[src/rtl/uart_tx_scheduler.sv]
// uart_tx_scheduler
// Queues response bytes for the UART transmitter in the reference clock domain.
// ALU results are split into two bytes (low byte first) and register-file read
// data is queued as a single byte. Bytes leave the FIFO one at a time. Each byte
// is offered until the TX data synchronizer acknowledges it. The scheduler then
// waits for the transmitter to go busy and return to idle before it offers the
// next byte.
//
// Ports
//   clk, reset                         reference clock, synchronous active-high reset
//   ALU_result_valid / ALU_result      1-cycle request carrying a 2*DATA_WIDTH result
//   register_file_read_data_valid /
//   register_file_read_data            1-cycle request carrying one byte
//   transmitter_Q_pulse_generator      capture-ack pulse from the TX data synchronizer
//   transmitter_busy_synchronized      UART TX busy flag, already in the clk domain
//   transmitter_parallel_data_valid    byte currently offered to the synchronizer
//   transmitter_parallel_data          offered byte, held from one launch to the next
//   fifo_count                         number of queued bytes
//   overflow                           1-cycle pulse when a request is dropped
//   busy_timeout                       1-cycle pulse when the TX never reported busy
//   scheduler_idle                     FIFO empty and nothing in flight
module uart_tx_scheduler #(
    parameter int DATA_WIDTH   = 8,
    parameter int FIFO_DEPTH   = 4,
    parameter int BUSY_TIMEOUT = 255
) (
    input  logic                            clk,
    input  logic                            reset,
    input  logic                            ALU_result_valid,
    input  logic [2*DATA_WIDTH-1:0]         ALU_result,
    input  logic                            register_file_read_data_valid,
    input  logic [DATA_WIDTH-1:0]           register_file_read_data,
    input  logic                            transmitter_Q_pulse_generator,
    input  logic                            transmitter_busy_synchronized,
    output logic                            transmitter_parallel_data_valid,
    output logic [DATA_WIDTH-1:0]           transmitter_parallel_data,
    output logic [$clog2(FIFO_DEPTH):0]     fifo_count,
    output logic                            overflow,
    output logic                            busy_timeout,
    output logic                            scheduler_idle
);

    localparam int PTR_W = $clog2(FIFO_DEPTH);
    localparam int CNT_W = PTR_W + 1;
    localparam int TMR_W = $clog2(BUSY_TIMEOUT + 1);

    localparam logic [1:0] ST_IDLE      = 2'd0;
    localparam logic [1:0] ST_LAUNCH    = 2'd1;
    localparam logic [1:0] ST_WAIT_BUSY = 2'd2;
    localparam logic [1:0] ST_WAIT_IDLE = 2'd3;

    logic [DATA_WIDTH-1:0] mem [FIFO_DEPTH];
    logic [PTR_W-1:0]      wr_ptr;
    logic [PTR_W-1:0]      rd_ptr;
    logic [1:0]            state;
    logic [TMR_W-1:0]      timer;
    logic [TMR_W-1:0]      timer_inc;

    logic [CNT_W-1:0]      free;
    logic [CNT_W-1:0]      free_after_alu;
    logic [CNT_W-1:0]      alu_bytes;
    logic [CNT_W-1:0]      rd_bytes;
    logic [CNT_W-1:0]      pop_bytes;
    logic                  alu_push;
    logic                  rd_push;
    logic                  pop;

    // Space is judged on the registered count only; a pop in the same cycle
    // does not make room for this cycle's pushes.
    always_comb begin
        free           = CNT_W'(FIFO_DEPTH) - fifo_count;
        alu_push       = ALU_result_valid && (free >= CNT_W'(2));
        alu_bytes      = alu_push ? CNT_W'(2) : '0;
        free_after_alu = free - alu_bytes;
        rd_push        = register_file_read_data_valid && (free_after_alu != '0);
        rd_bytes       = CNT_W'(rd_push);
        pop            = (state == ST_IDLE) && (fifo_count != '0);
        pop_bytes      = CNT_W'(pop);
        timer_inc      = timer + TMR_W'(1);
    end

    assign scheduler_idle = (fifo_count == '0) && (state == ST_IDLE);

    // Storage is not reset; the pointers and count define what is valid.
    // The register byte always lands after both ALU bytes of the same cycle.
    always_ff @(posedge clk) begin
        if (alu_push) begin
            mem[wr_ptr]              <= ALU_result[DATA_WIDTH-1:0];
            mem[wr_ptr + PTR_W'(1)]  <= ALU_result[2*DATA_WIDTH-1:DATA_WIDTH];
        end
        if (rd_push) begin
            mem[wr_ptr + PTR_W'(alu_bytes)] <= register_file_read_data;
        end
    end

    always_ff @(posedge clk) begin
        if (reset) begin
            wr_ptr     <= '0;
            rd_ptr     <= '0;
            fifo_count <= '0;
            overflow   <= 1'b0;
        end else begin
            wr_ptr     <= wr_ptr + PTR_W'(alu_bytes + rd_bytes);
            if (pop) begin
                rd_ptr <= rd_ptr + PTR_W'(1);
            end
            fifo_count <= fifo_count + alu_bytes + rd_bytes - pop_bytes;
            overflow   <= (ALU_result_valid && !alu_push) ||
                          (register_file_read_data_valid && !rd_push);
        end
    end

    // The data register is loaded only on the IDLE->LAUNCH pop, so it cannot
    // change while valid is high.
    always_ff @(posedge clk) begin
        if (reset) begin
            state                           <= ST_IDLE;
            transmitter_parallel_data_valid <= 1'b0;
            transmitter_parallel_data       <= '0;
            timer                           <= '0;
            busy_timeout                    <= 1'b0;
        end else begin
            busy_timeout <= 1'b0;
            case (state)
                ST_IDLE: begin
                    if (pop) begin
                        transmitter_parallel_data       <= mem[rd_ptr];
                        transmitter_parallel_data_valid <= 1'b1;
                        state                           <= ST_LAUNCH;
                    end
                end
                ST_LAUNCH: begin
                    if (transmitter_Q_pulse_generator) begin
                        transmitter_parallel_data_valid <= 1'b0;
                        timer                           <= '0;
                        state                           <= ST_WAIT_BUSY;
                    end
                end
                ST_WAIT_BUSY: begin
                    // A byte that never makes the transmitter go busy is
                    // abandoned so the queue cannot stall forever.
                    if (transmitter_busy_synchronized) begin
                        state <= ST_WAIT_IDLE;
                    end else if (timer_inc == TMR_W'(BUSY_TIMEOUT)) begin
                        busy_timeout <= 1'b1;
                        state        <= ST_IDLE;
                    end else begin
                        timer <= timer_inc;
                    end
                end
                ST_WAIT_IDLE: begin
                    if (!transmitter_busy_synchronized) begin
                        state <= ST_IDLE;
                    end
                end
                default: begin
                    state <= ST_IDLE;
                end
            endcase
        end
    end

endmodule

[config.mk]
export PLATFORM = sky130hd
export DESIGN_NAME = uart_tx_scheduler
export DESIGN_NICKNAME = d
export VERILOG_FILES = /design/src/rtl/uart_tx_scheduler.sv
export SDC_FILE = /design/constraint.sdc
export NUM_CORES = 1
export LEC_CHECK = 0
export ABC_AREA = 1
export BUFFER_PORTS_ARGS = -buffer_cell sky130_fd_sc_hd__buf_4
export CAP_MARGIN = 30
export CORE_ASPECT_RATIO = 2
export CORE_MARGIN = 2
export CORE_UTILIZATION = 30
export CTS_CLUSTER_SIZE = 28
export DETAILED_ROUTE_END_ITERATION = 16
export PLACE_DENSITY_LB_ADDON = 0.08
export SLEW_MARGIN = 20
export SYNTH_ARGS = -nofsm -noshare
export SYNTH_HDL_FRONTEND = slang
export SYNTH_SLANG_ARGS = --single-unit
export TNS_END_PERCENT = 50
[constraint.sdc]
create_clock -name clk -period 7.73 [get_ports clk]
set_input_delay 0.773 -clock clk [delete_from_list [all_inputs] [get_ports clk]]
set_output_delay 0.773 -clock clk [all_outputs]
set_load 0.01 [all_outputs]
Word-level counts from Yosys, hierarchy flattened
Memories as Yosys holds them, arrays and structs flattened. A register that Yosys moved wholly into a read port is not among the register bits.
Cells that the tools add are included.

word-level totals
  flip-flop bits (word level) = 20
  RAM bits = 32
  input bits = 30
  output and inout port bits = 15
  word-level logic and storage cells = 71
  memories = 1

memories
  memory  depth  width  read ports  clocked after memory_dff  wr ports  line  RTL
  mem     4      8      1           1                         3         52    logic [DATA_WIDTH-1:0] mem [FIFO_DEPTH];

cells by class
  $add $sub $neg = 11
  magnitude comparators = 1
  eq/ne operators = 10
  muxes and demuxes = 19
  bitwise logic cells = 1
  reductions and logical operators = 20

operators with widths
  cell                                                               count
  2-to-1 mux 8 bit                                                   3
  case mux 8 bit (2 select lines)                                    1
  2-to-1 mux 2 bit                                                   6
  inequality test 2 bit, second input constant                       5
  adder 8 x 1 -> 8 bit, second input constant                        1
  == test 8 bit, second input constant                               1
  case mux 2 bit (4 select lines)                                    1
  AND reduction 4 bit                                                2
  2-to-1 mux 1 bit                                                   7
  logical AND 1 bit                                                  6
  nonzero test 3 bit                                                 2
  adder 2 x 1 -> 2 bit, second input constant                        2
  adder 2 bit                                                        2
  == test 2 bit, second input constant                               2
  nonzero test 2 bit                                                 2
  adder 3 x 1 -> 3 bit                                               1
  adder 3 x 2 -> 3 bit                                               1
  greater-or-equal comparator 3 x 2 -> 1 bit, second input constant  1
  logical NOT 3 bit                                                  1
  inequality test 3 bit, second input constant                       1
  AND reduction 3 bit                                                1
  OR reduction 3 bit                                                 1
  subtractor 3 x 1 -> 3 bit                                          1
  subtractor 3 x 2 -> 3 bit                                          1
  other kinds (9)                                                    10

Depth between registers and ports, before layout
  word-level depth = 10
  depth in mapped cells = 18

Least setup slack after synthesis
OpenSTA, ideal clock, no wires.

  path type = reg2reg
  start point = reg fifo_count[0]
  end point = reg fifo_count[2]
  setup time = 0.128 ns
  arrival = 2.755 ns
  required time = 7.602 ns
  path slack = 4.848 ns
  stages on the path, launching flop included = 19
  clock period less this slack = 2.882 ns
  cells stage by stage = dfxtp_1 -> inv_1 -> ha_1 -> ha_1 -> nand3_1 -> and2_4 -> ha_1 -> nor2_1 -> nor2_1 -> nand3_1 -> nand2_1 -> ha_1 -> inv_1 -> ha_1 -> inv_1 -> fa_1 -> xor2_1 -> inv_1 -> nor2_1

between the ends
  cells in the longest elaborated chain, start to end = 9
  elaborated cells on any way between the ends = 12

ends and longest elaborated chain
  item                                        line  RTL
  from (decl)                                 37    output logic [$clog2(FIFO_DEPTH):0] fifo_count,
  from (signal assigned)                      107   fifo_count <= fifo_count + alu_bytes + rd_bytes - pop_bytes;
  subtractor 3 bit                            71    free = CNT_W'(FIFO_DEPTH) - fifo_count;
  greater-or-equal comparator 3 x 2 -> 1 bit  72    alu_push = ALU_result_valid && (free >= CNT_W'(2));
  logical AND 1 bit                           72
  2-to-1 mux 2 bit                            73    alu_bytes = alu_push ? CNT_W'(2) : '0;
  subtractor 3 x 2 -> 3 bit                   74    free_after_alu = free - alu_bytes;
  nonzero test 3 bit                          75    rd_push = register_file_read_data_valid && (free_after_alu != '0);
  logical AND 1 bit                           75
  adder 3 x 1 -> 3 bit                        107
  subtractor 3 x 1 -> 3 bit *                 107

Every way passes the cells marked *; elsewhere a longest branch is shown, timed or not.
A chain may end at the register's enable or synchronous reset.

==> impl_metrics.ini <==
[run_status]
status = complete, no violations

[clock_tree]
cts_resized = 0
cts_sinks = 60
htreeDepth = 3
cts_setup_buffers = 0
postCtsHoldBufs = 0
clk_path_buf_depth = 2
cts_buffers = 9
root_buffer = clkbuf_16
path_clk_slew_ps = 50
clk-insertion-delay-late_ps = 320
cts_tree = built

[yosys]
syn_inst = 487
synth-seq-cells = 60
yosys_warnings = 0
netlist_area_um2 = 3543
syn_area_per_cell_um2 = 7.276
synth.largest_area_cell = edfxtp_1
ys_seq_area_frac = 0.4294
synth.area.top_cells = edfxtp_1 27%, dfxtp_1 16%, nand2_1 13%
synthDistinctLibCells = 32
synth_top_area_share = 0.2712
synth_nets = 528

[critical_path]
rr_endpoint = mem[1][2]
cp.arrival_ps = 3070
crit_path_end_kind = register
worstPathRequired_ps = 7760
r2r-start = fifo_count[0]
startpoint = fifo_count[0]
reg2reg_slack_ps = 4690
path_max_fanout = 17
cp-endpoint = mem[1][2]
critical_path_class = reg -> reg
r2r_cells = 14
start_kind = register

[final_layout]
stdcell_area_um2 = 4279
layout_commonest_cell = nand2_1
drive_gt1_frac = 0.1514
syn_to_final_growth_pct = 20.76
final_cell_mix = 118 x nand2_1, 82 x o21ai_0, 61 x nor2_1, 60 x inv_1, 45 x buf_4
fillers = 1253
num_antenna_cells = 0
nets = 571

[floorplan]
dieArea_um2 = 12750
core_area_um2 = 11630
start_util = 0.3046
rows = 56
die_h_um = 157.7
ioPinCount = 45
die_w_um = 80.85

[global_routing]
track_usage = 0.1476
antenna_found_initial = 0
overflow = 0
grt_pass1_vias = 2947
grt_first_pass_wirelength_mm = 14.24
grt_max_degree = 21

[flow_run]
maxCapViolCount = 0

[place]
dp_hpwl_mm = 7.239
pre_cts_slack_ps = 4692
portBuffers = 44
gp_congestion = 0.8191
placed_area_um2 = 3995

[timing]
setup_violations = 0
fin_skew_ps = 5.155
finalHoldViolCount = 0
setup_tns_ps = 0
worstMarginPinSlew_ps = 812.8
setup_ws_ps = 4690
drv_slew = 0
max_freq_mhz = 329.0
max_slew_margin = 0.4562
min_period_ps = 3040
finalCritPeriodShare = 0.3933
rsz0062_at_grt = no

[min_path]
hold_class = reg -> reg
hold_depth = 2

[detailed_routing]
vias_per_cell = 4.615
drt_iter0_markers = 132
wl_mm = 8.961
drtAntennaViolNets = 0
routedWlPerCell_um = 13.18
via_count = 3138
drc_errors = 0
dr.pass1.iters = 4

[pwr]
p_per_area_nw_per_um2 = 411.6
p_leak_nw = 1.994
vdd_drop_max_v = 0.0001183
finalPower_w = 0.001761
[worst min-delay path by stage]
stage / start / slack (ps) / endpoint
floorplan: transmitter_parallel_data_valid / 500 / transmitter_parallel_data_valid
finish: transmitter_parallel_data_valid / 530 / transmitter_parallel_data_valid
CTS: transmitter_parallel_data_valid / 500 / transmitter_parallel_data_valid
global route: transmitter_parallel_data_valid / 560 / transmitter_parallel_data_valid
global placement: transmitter_parallel_data_valid / 480 / transmitter_parallel_data_valid
detailed placement: transmitter_parallel_data_valid / 500 / transmitter_parallel_data_valid
[Yosys cell counts (all sizes together)]
library cell / n
xnor2: 1
nand3: 15
xor2: 3
a31oi: 1
nand4: 12
buf: 9
clkbuf: 5
a21oi: 3
or2: 2
clkinv: 5
nand2: 124
edfxtp: 32
nor4: 1
dfxtp: 28
ha: 10
inv: 66
fa: 1
o22ai: 8
o21ai: 94
nor2: 66
and2: 1
[registers in the layout (all words and copies together), names as in the netlist]
signal,flops
mem,32
timer,8
transmitter_parallel_data,8
fifo_count,3
rd_ptr,2
state,2
wr_ptr,2
busy_timeout,1
overflow,1
transmitter_parallel_data_valid,1
[routing by layer]
layer  vias to the layer above  track usage  part of all wire
li1                       1672            -                 -
met1                      1402       0.1389              0.37
met2                        55       0.2952              0.58
met3                         9      0.02452             0.027
met4                         0      0.06618             0.018
met5                         -            0                 0
[cell type report]
class / count / area [um^2] / share of cell area
flip-flops and latches: 60 / 1521 / 0.3556
clock buffers: 10 / 229.0 / 0.05351
clock inverters: 6 / 55.05 / 0.01287
well taps: 145 / 181.4 / 0.04240
inverters: 71 / 269.0 / 0.06287
multi-input cells: 342 / 1680 / 0.3927
repair buffers: 46 / 342.8 / 0.08012
[cells by family after synthesis]
logic type / count (synthesis) / synth area share
simple gates: 221 / 0.2705
xor+xnor: 4 / 0.009889
compound gates: 106 / 0.1529
fa+ha+maj: 11 / 0.04096
buf+inv: 85 / 0.09640
flops: 60 / 0.4294
[worst max-delay path, cell delays in order (launching register included)]
cell and delay (ps):
dfxtp_1 370, inv_1 80, ha_1 200, ha_1 330, nand3_1 90, and2_4 150
ha_1 190, nor2_1 110, nor2_1 60, nand3_1 60, nand2_1 130, nor2_1 210
nand2_2 220, o21ai_0 280, buf_2 270
[power by group]
part           internal (W)  leakage (nW)  switching [W]  total, W
combinational      0.000271          1.32       0.000513  0.000784
clock              0.000245         0.137       0.000130  0.000375
sequential         0.000526         0.534      0.0000762  0.000602
total               0.00104          1.99       0.000719   0.00176
[per-stage QoR]
stage / util / instances / hold WS (ps)
6_report: 0.3679 / 680 / 525.0
5_1_grt: 0.3679 / 680 / 562.4
4_1_cts: 0.3679 / 680 / 502.3
3_5_place_dp: 0.3435 / 664 / 495.1
3_3_place_gp: 0.3431 / 663 / 481.6
2_1_floorplan: - / 487 / 495.2
(Power assumes the default switching activity.)
